File: config.mk
export PLATFORM = sky130hd
export DESIGN_NAME = instr_mem_loader
export DESIGN_NICKNAME = d
export VERILOG_FILES = /design/src/rtl/instr_mem_loader.sv
export SDC_FILE = /design/constraint.sdc
export NUM_CORES = 1
export LEC_CHECK = 0
export ABC_AREA = 1
export CORE_MARGIN = 2
export CORE_UTILIZATION = 47
export CTS_BUF_LIST = sky130_fd_sc_hd__clkbuf_4 sky130_fd_sc_hd__clkbuf_8 sky130_fd_sc_hd__clkbuf_16
export DETAILED_ROUTE_END_ITERATION = 8
export MAX_ROUTING_LAYER = met4
export PLACE_DENSITY_LB_ADDON = 0.1
export SYNTH_ARGS = -nofsm -noshare
export SYNTH_HDL_FRONTEND = slang
export SYNTH_SLANG_ARGS = --single-unit
File: constraint.sdc
create_clock -name clk -period 4.16 [get_ports clk]
set_input_delay 1.248 -clock clk [delete_from_list [all_inputs] [get_ports clk]]
set_output_delay 1.248 -clock clk [all_outputs]
set_load 0.1 [all_outputs]
File: src/rtl/instr_mem_loader.sv
// Instruction memory loader: packs a big-endian byte stream into 32-bit words
// and writes them to a 64x32 instruction memory while stalling the fetch stage.
module instr_mem_loader (
    input  logic        clk,
    input  logic        rst_n,
    input  logic        load_start,
    input  logic        load_abort,
    input  logic [6:0]  word_count,
    input  logic        byte_valid,
    input  logic [7:0]  byte_data,
    output logic        byte_ready,
    input  logic [5:0]  cpu_addr,
    output logic [5:0]  mem_addr,
    output logic        mem_we,
    output logic [31:0] mem_wdata,
    output logic        cpu_stall,
    output logic        busy,
    output logic        load_done,
    output logic        err
);

    typedef enum logic [1:0] {
        S_IDLE     = 2'd0,
        S_ASSEMBLE = 2'd1,
        S_WRITE    = 2'd2,
        S_DONE     = 2'd3
    } state_t;

    state_t      r_state;
    state_t      w_next;
    logic [5:0]  r_wptr;
    logic [1:0]  r_bcnt;
    logic [6:0]  r_count;
    logic [31:0] r_word;
    logic        r_err;

    logic w_start_req;
    logic w_count_ok;
    logic w_accept;
    logic w_last_word;

    // Abort outranks start, so a simultaneous abort suppresses both start and err.
    assign w_start_req = load_start && !load_abort;
    assign w_count_ok  = (word_count != 7'd0) && (word_count <= 7'd64);
    assign w_accept    = (r_state == S_ASSEMBLE) && byte_valid;
    assign w_last_word = (({1'b0, r_wptr} + 7'd1) == r_count);

    always_ff @(posedge clk or negedge rst_n) begin
        if (!rst_n) begin
            r_state <= S_IDLE;
        end else begin
            r_state <= w_next;
        end
    end

    always_comb begin
        w_next = r_state;
        case (r_state)
            S_IDLE: begin
                if (w_start_req && w_count_ok) begin
                    w_next = S_ASSEMBLE;
                end
            end
            S_ASSEMBLE: begin
                if (load_abort) begin
                    w_next = S_IDLE;
                end else if (w_accept && (r_bcnt == 2'd3)) begin
                    w_next = S_WRITE;
                end
            end
            S_WRITE: begin
                if (load_abort) begin
                    w_next = S_IDLE;
                end else if (w_last_word) begin
                    w_next = S_DONE;
                end else begin
                    w_next = S_ASSEMBLE;
                end
            end
            S_DONE: begin
                w_next = S_IDLE;
            end
            default: begin
                w_next = S_IDLE;
            end
        endcase
    end

    always_ff @(posedge clk or negedge rst_n) begin
        if (!rst_n) begin
            r_wptr  <= 6'd0;
            r_bcnt  <= 2'd0;
            r_count <= 7'd0;
            r_word  <= 32'd0;
            r_err   <= 1'b0;
        end else begin
            r_err <= (r_state == S_IDLE) && w_start_req && !w_count_ok;
            case (r_state)
                S_IDLE: begin
                    if (w_start_req && w_count_ok) begin
                        r_count <= word_count;
                        r_wptr  <= 6'd0;
                        r_bcnt  <= 2'd0;
                    end
                end
                S_ASSEMBLE: begin
                    if (w_accept) begin
                        r_word <= {r_word[23:0], byte_data};
                        r_bcnt <= r_bcnt + 2'd1;
                    end
                end
                S_WRITE: begin
                    r_bcnt <= 2'd0;
                    // Pointer holds at 63 after the 64th word rather than wrapping.
                    if (r_wptr != 6'd63) begin
                        r_wptr <= r_wptr + 6'd1;
                    end
                end
                default: begin
                end
            endcase
        end
    end

    always_comb begin
        byte_ready = 1'b0;
        mem_we     = 1'b0;
        busy       = 1'b1;
        load_done  = 1'b0;
        mem_addr   = r_wptr;
        case (r_state)
            S_IDLE: begin
                busy     = 1'b0;
                mem_addr = cpu_addr;
            end
            S_ASSEMBLE: byte_ready = 1'b1;
            S_WRITE:    mem_we     = 1'b1;
            S_DONE:     load_done  = 1'b1;
            default: begin
            end
        endcase
        cpu_stall = busy;
        mem_wdata = r_word;
        err       = r_err;
    end

endmodule

# After elaboration in Yosys (flattened, before gate mapping)
# Index checks and enable logic that the tools add are counted.
# totals
regBits,50
inputBits,26
output_inout_bits,44
elab_cells,55
# op_classes
add_sub_neg,3
n_lt_le_gt_ge,1
n_eq_ne,10
mux,17
reduce_logical,18
# ops
cell,n
6-bit two-way mux,3
2-bit two-way mux,7
6-bit one-hot mux with 2 select lines,1
2-bit one-hot mux with 4 select lines,1
6-bit by 1-bit adder with 7-bit output (second input constant),1
7-bit == test,1
7-bit less-or-equal comparator (second input constant),1
1-bit logical AND,7
7-bit nonzero test,1
6-bit by 1-bit adder with 6-bit output (second input constant),1
2-bit == test (second input constant),3
2-bit != test (second input constant),3
6-bit != test (second input constant),1
2-bit one-hot mux with 3 select lines,1
2-bit AND reduction,3
3-bit AND reduction,2
1-bit two-way mux,4
3-bit by 2-bit != test with 1-bit output (second input constant),1
3-bit nonzero test,1
2-bit by 1-bit adder with 2-bit output (second input constant),1
2-bit by 1-bit == test with 1-bit output (second input constant),1
1-bit zero test,2
2-bit zero test,1
2-bit nonzero test,1

# Depth between registers and ports, before layout
# Gate-level depths: netlist of run 1.
# depth
depth_word,6
depth_mapped,11
depth_no_buf,11

# Least setup slack after synthesis of run 1
# OpenSTA, ideal clock, no wires.
# synth_timing
kind,reg2out
from,register r_state[1]
to,output port mem_addr[0]
arrival_time_ns,2.844
t_required_ns,2.912
setup_slack_ns,0.068
stages_incl_launch_ff,4
n_path_buf,1
path_cell_list,dfrtp_1 > nor2_4 > clkbuf_1 > o21ai_0
# synth_via
elab_chain_len,2
# synth_lines
element,line_no,source
"start, declared",29,state_t r_state;
"start signal, assigned",52,r_state <= w_next;
2-bit zero test,131,case (r_state)
6-bit two-way mux,131,
"end, declared",13,"output logic [5:0] mem_addr,"
# No other way between the ends.

# Final worst setup path of run 1
# layout_timing
from,input port cpu_addr[3]
to,output port mem_addr[3]
# layout_via
elab_chain_len,1
# layout_lines
element,line_no,source
"start, declared",12,"input logic [5:0] cpu_addr,"
6-bit two-way mux,131,
# No other way between the ends.

==> flow_summary.ini, run 1 <==
[synth]
ys.warnings.count = 0
ys_seq_area_share_pct = 53.71
yosysTopAreaCell = dfrtp_1
synthTopCellsByCount = nand2_1, dfrtp_1, inv_1
syn_area_sq_mm = 0.002330
synth-seq-cells = 50
synth_top_area_share_pct = 53.71
synth_area_leaders = dfrtp_1, nand2_1, mux2_2
synth_ff_type = dfrtp_1
synth.most_common_cell = nand2_1
ys_async_sr_fraction_pct = 100.0
syn-num-nets = 277
synth.distinct_cells = 29
synth_area_per_cell_sq_um = 9.356
synth_cells = 249
synth_edf_count = 0

[timing]
grt_setup_unrepaired = no
fin_crit_ns = 3.379
finClkSkew_ns = 0.006285
hold_slack_ns = 0.4870
worst_pin_slew_ns = 0.9923
finalCritPeriodShare_pct = 81.24
setup_tns_ns = 0
slew_headroom_pct = 33.64
setup_viol = 0
hold_viol = 0
max_clock_freq_mhz = 295.9
slew_viol_final = 0

[route]
drt_iter0_drc = 87
vias = 1868
finalWirelength_um = 4674
drc = 0
wl_per_cell_um = 12.08
first_pass_iters = 4
via_per_inst = 4.827
ant_nets = 0

[die]
dieArea_sq_mm = 0.005536
coreArea_sq_mm = 0.004755
die_w_um = 74.41
chipHeight_um = 74.41
rows = 25
start_util_pct = 49.00
ios = 70

[clock_tree]
numCtsBuffers = 5
postCtsSetupBuffers = 0
cts_num_sinks = 50
root_buffer = clkbuf_8
cts_resized = 0
cts-hold-fix-buffers = 0
clock_latency_ns = 0.30
cts_tree = built
htree_levels = 2
cts.clk_slew.worst_paths_ns = 0.09
cts_max_path_buffers = 2

[min_path]
min_path_cells = 2
min_from = r_bcnt[1]
hold_path_class = reg -> reg
hold_end = r_bcnt[1]

[global_routing]
grt_pass1_wl_um = 7852
track_usage_pct = 19.46
antenna_found_initial = 0
grt_max_degree = 49
overflow = 0
first_global_vias = 1716

[outcome]
status = completed

[placement]
place_congestion = 0.8609
place_area_sq_mm = 0.003104
post-dp-hpwl_um = 3536
port_buffers = 69

[critical_path]
start_kind = input port
cp.arrival_ns = 2.13
cp_max_fo = 1
cp_slowest_stage_delay_ns = 0.46
path_buf_inv = 2
critPathCaptureType = output pin
ff2ff_setup_slack_ns = 2.29
critPathRequiredTime_ns = 2.91
path_class = in -> out
path_depth = 4
reg2reg_depth = 6
path_delay_family = buffers and inverters
path_cells = clkdlybuf4s50_1, nand2_1, o21ai_0, buf_12
slowest_stage = clkdlybuf4s50_1
reg2reg_to = r_wptr[0]
timing.rr.start = r_state[1]

[layout]
insertedDiodeCount = 0
layout.nets = 348
final_layout_size_suffix_gt1_share_pct = 14.37
syn2layout_area_growth_pct = 37.86
finish.instance_area_sq_mm = 0.003212

[job]
maxCapViolations = 0
-- metrics by stage --
step	worst slack, ns	instances	util [%]
2_1_floorplan	0.06783	249	-
3_3_place_gp	0.7949	380	65.29
3_5_place_dp	0.7832	380	65.29
4_1_cts	0.7815	387	67.55
5_1_grt	0.7195	387	67.55
6_report	0.7805	387	67.55
-- worst reg2reg max path: stages, from the launching register on --
cell and delay (ns):
dfrtp_1 0.48, nor2_4 0.31, inv_2 0.14, nor3_4 0.25, nand2_2 0.21, nand2_1 0.25
o21ai_0 0.12
-- registers in the layout, indices dropped and copies added (netlist names) --
name,flops
r_bcnt,2
r_wptr,6
r_count,7
mem_wdata,32
err,1
r_state,2
-- cell families after synthesis --
group	Yosys count	share of synthesized area, %
AO/OA/AOI/OAI	33	7.573
XOR/XNOR	4	2.095
multiplexers	16	7.733
flip-flops	50	53.71
buffers and inverters	35	7.143
AND/OR/NAND/NOR	109	20.68
adder cells (fa/ha/maj)	2	1.074
-- cell usage in the layout (no fill, tap or decap), types with 4 or more instances in the layout --
cell,Yosys,routed
inv_1,25,25
nand2_1,61,61
clkbuf_8,0,5
o21ai_1,4,4
dfrtp_1,50,50
mux2_2,16,16
clkdlybuf4s50_1,0,57
buf_4,1,8
buf_12,0,6
nor2_1,22,22
nand3_1,12,12
o21ai_0,15,15
a21oi_1,9,9
-- metal layers --
| layer | track usage [%] | vias to the layer above | share of wire, % |
|---|---|---|---|
| met5 | - | - | 0 |
| met4 | 8.333 | 0 | 1.3 |
| met3 | 3.388 | 4 | 5.9 |
| met2 | 30.09 | 51 | 48 |
| met1 | 25.31 | 866 | 45 |
| li1 | - | 947 | - |
-- worst max path at each step --
stage,startpoint,endpoint
floorplan,r_state[1],mem_addr[0]
global placement,cpu_addr[0],mem_addr[0]
detailed placement,cpu_addr[2],mem_addr[2]
CTS,cpu_addr[3],mem_addr[3]
global route,cpu_addr[0],mem_addr[0]
finish,cpu_addr[3],mem_addr[3]
-- final cells by class --
| cell class | instances | area, sq um |
|---|---|---|
| multi-input cells | 164 | 912.1 |
| fillers | 426 | 1543 |
| repair buffers | 72 | 755.7 |
| well taps | 67 | 83.83 |
| flip-flops and latches | 50 | 1251 |
| inverters | 27 | 101.3 |
| clock buffers | 5 | 68.82 |
| clock inverters | 2 | 38.79 |
Power of run 1 is left out: the tool's default activity adds up to more than one toggle a clock period on the data nets, which glitch-free logic cannot reach.
==> inputs of run 2 (changes only) <==
clock period = 3.4 ns   (was 4.16 ns; I/O delays follow)
==> flow_summary.ini, run 2 (synthesis gave the netlist of run 1 again) <==
[outcome]
status = completed

[critical_path]
cp_max_fo = 1
ff2ff_setup_slack_ns = 1.58
critPathCaptureType = output pin
start_kind = input port
reg2reg_to = r_wptr[0]
path_cells = clkdlybuf4s50_1, nand2_1, o21ai_0, buf_12
reg2reg_depth = 6
setup.worst_path.start = cpu_addr[2]
slowest_stage = clkdlybuf4s50_1
worstSetupEndpoint = mem_addr[2]
cp.arrival_ns = 1.90
timing.rr.start = r_state[1]
cp_slowest_stage_delay_ns = 0.46
critPathRequiredTime_ns = 2.38
path_class = in -> out

[timing]
slew_headroom_pct = 69.15
setup_ws_ns = 0.4846
max_clock_freq_mhz = 343.0
finClkSkew_ns = 0.007231
worst_pin_slew_ns = 0.4628
hold_viol = 0
slew_viol_final = 0
setup_tns_ns = 0
fin_crit_ns = 2.915
grt_setup_unrepaired = no
finalCritPeriodShare_pct = 85.75
setup_viol = 0

[global_routing]
grt_pass1_wl_um = 7596
overflow = 0
antenna_found_initial = 0
grt_max_degree = 49
first_global_vias = 1756
track_usage_pct = 18.53

[route]
drc = 0
wl_per_cell_um = 11.71
first_pass_iters = 4
drt_iter0_drc = 74
via_per_inst = 4.794
ant_nets = 0
vias = 1860
finalWirelength_um = 4542

[layout]
layout_common_cells = nand2_1, dfrtp_1, buf_4, inv_1, clkdlybuf4s50_1
layout.nets = 349
insertedDiodeCount = 0
layout_commonest_cell = nand2_1
syn2layout_area_growth_pct = 33.62
fill_cells = 433
fin_util_pct = 65.47
largest_reg_flops = 32
final_layout_size_suffix_gt1_share_pct = 24.92

[min_path]
hold_path_class = reg -> reg

[placement]
post-dp-hpwl_um = 3592
dp_slack_ns = 0.4824
port_buffers = 69
place_congestion = 0.8735

[clock_tree]
cts_resized = 0
cts_max_path_buffers = 2
cts_tree = built
cts.clk_slew.worst_paths_ns = 0.08
root_buffer = clkbuf_8
htree_levels = 2
cts_num_sinks = 50
cts-hold-fix-buffers = 0
clock_latency_ns = 0.30
postCtsSetupBuffers = 0
numCtsBuffers = 5

[die]
rows = 25
dieArea_sq_mm = 0.005536
chipHeight_um = 74.41
ios = 70
start_util_pct = 49.00
die_w_um = 74.41
coreArea_sq_mm = 0.004755

[job]
maxCapViolations = 0
==> run 2: changes by cell type in the layout (fill, tap and decap cells not counted), sizes merged <==
cell / before / now
bufinv: 1 / 0
clkdlybuf4s50: 57 / 24
clkinvlp: 0 / 2
clkinv: 1 / 0
buf: 15 / 49
==> run 2: per-stage QoR <==
step / cells / cell area (sq um) / hold slack [ns]
floorplan: 249 / 2330 / 0.4459
global placement: 381 / 3029 / 0.4642
detailed placement: 381 / 3029 / 0.4716
CTS: 388 / 3113 / 0.4927
global route: 388 / 3113 / 0.5298
finish: 388 / 3113 / 0.4885
==> run 2: metal layers <==
metal,GRT usage [%],vias to the layer above,wire length [um]
met5,-,-,0
met4,5.556,0,59
met3,4.743,7,225
met2,28.71,48,2129
met1,24.10,864,2127
li1,-,941,-
==> run 2: worst min-delay path by stage <==
stage | start | endpoint | slack (ns) | cells after the start
detailed placement | r_bcnt[1] | r_bcnt[1] | 0.47 | 2
global route | r_bcnt[1] | r_bcnt[1] | 0.53 | 2
floorplan | r_bcnt[1] | r_bcnt[1] | 0.45 | 2
CTS | r_bcnt[1] | r_bcnt[1] | 0.49 | 2
global placement | r_bcnt[1] | r_bcnt[1] | 0.46 | 2
finish | r_bcnt[1] | r_bcnt[1] | 0.49 | 2
==> run 2: cell type report <==
| type | instances | area (sq um) | share of cell area [%] |
|---|---|---|---|
| clock buffers | 5 | 68.82 | 2.211 |
| multi-input cells | 164 | 912.1 | 29.30 |
| flip-flops and latches | 50 | 1251 | 40.19 |
| inverters | 27 | 101.3 | 3.256 |
| clock inverters | 2 | 15.01 | 0.4823 |
| well taps | 67 | 83.83 | 2.693 |
| repair buffers | 73 | 680.7 | 21.86 |
==> run 2: critical path, delay by kind of cell <==
family	cells	cell delay, ns
buffers and inverters	2	0.68
AOI/OAI and AO/OA	1	0.15
and+or+nand+nor	1	0.05
Power of run 2 is left out for the same reason.
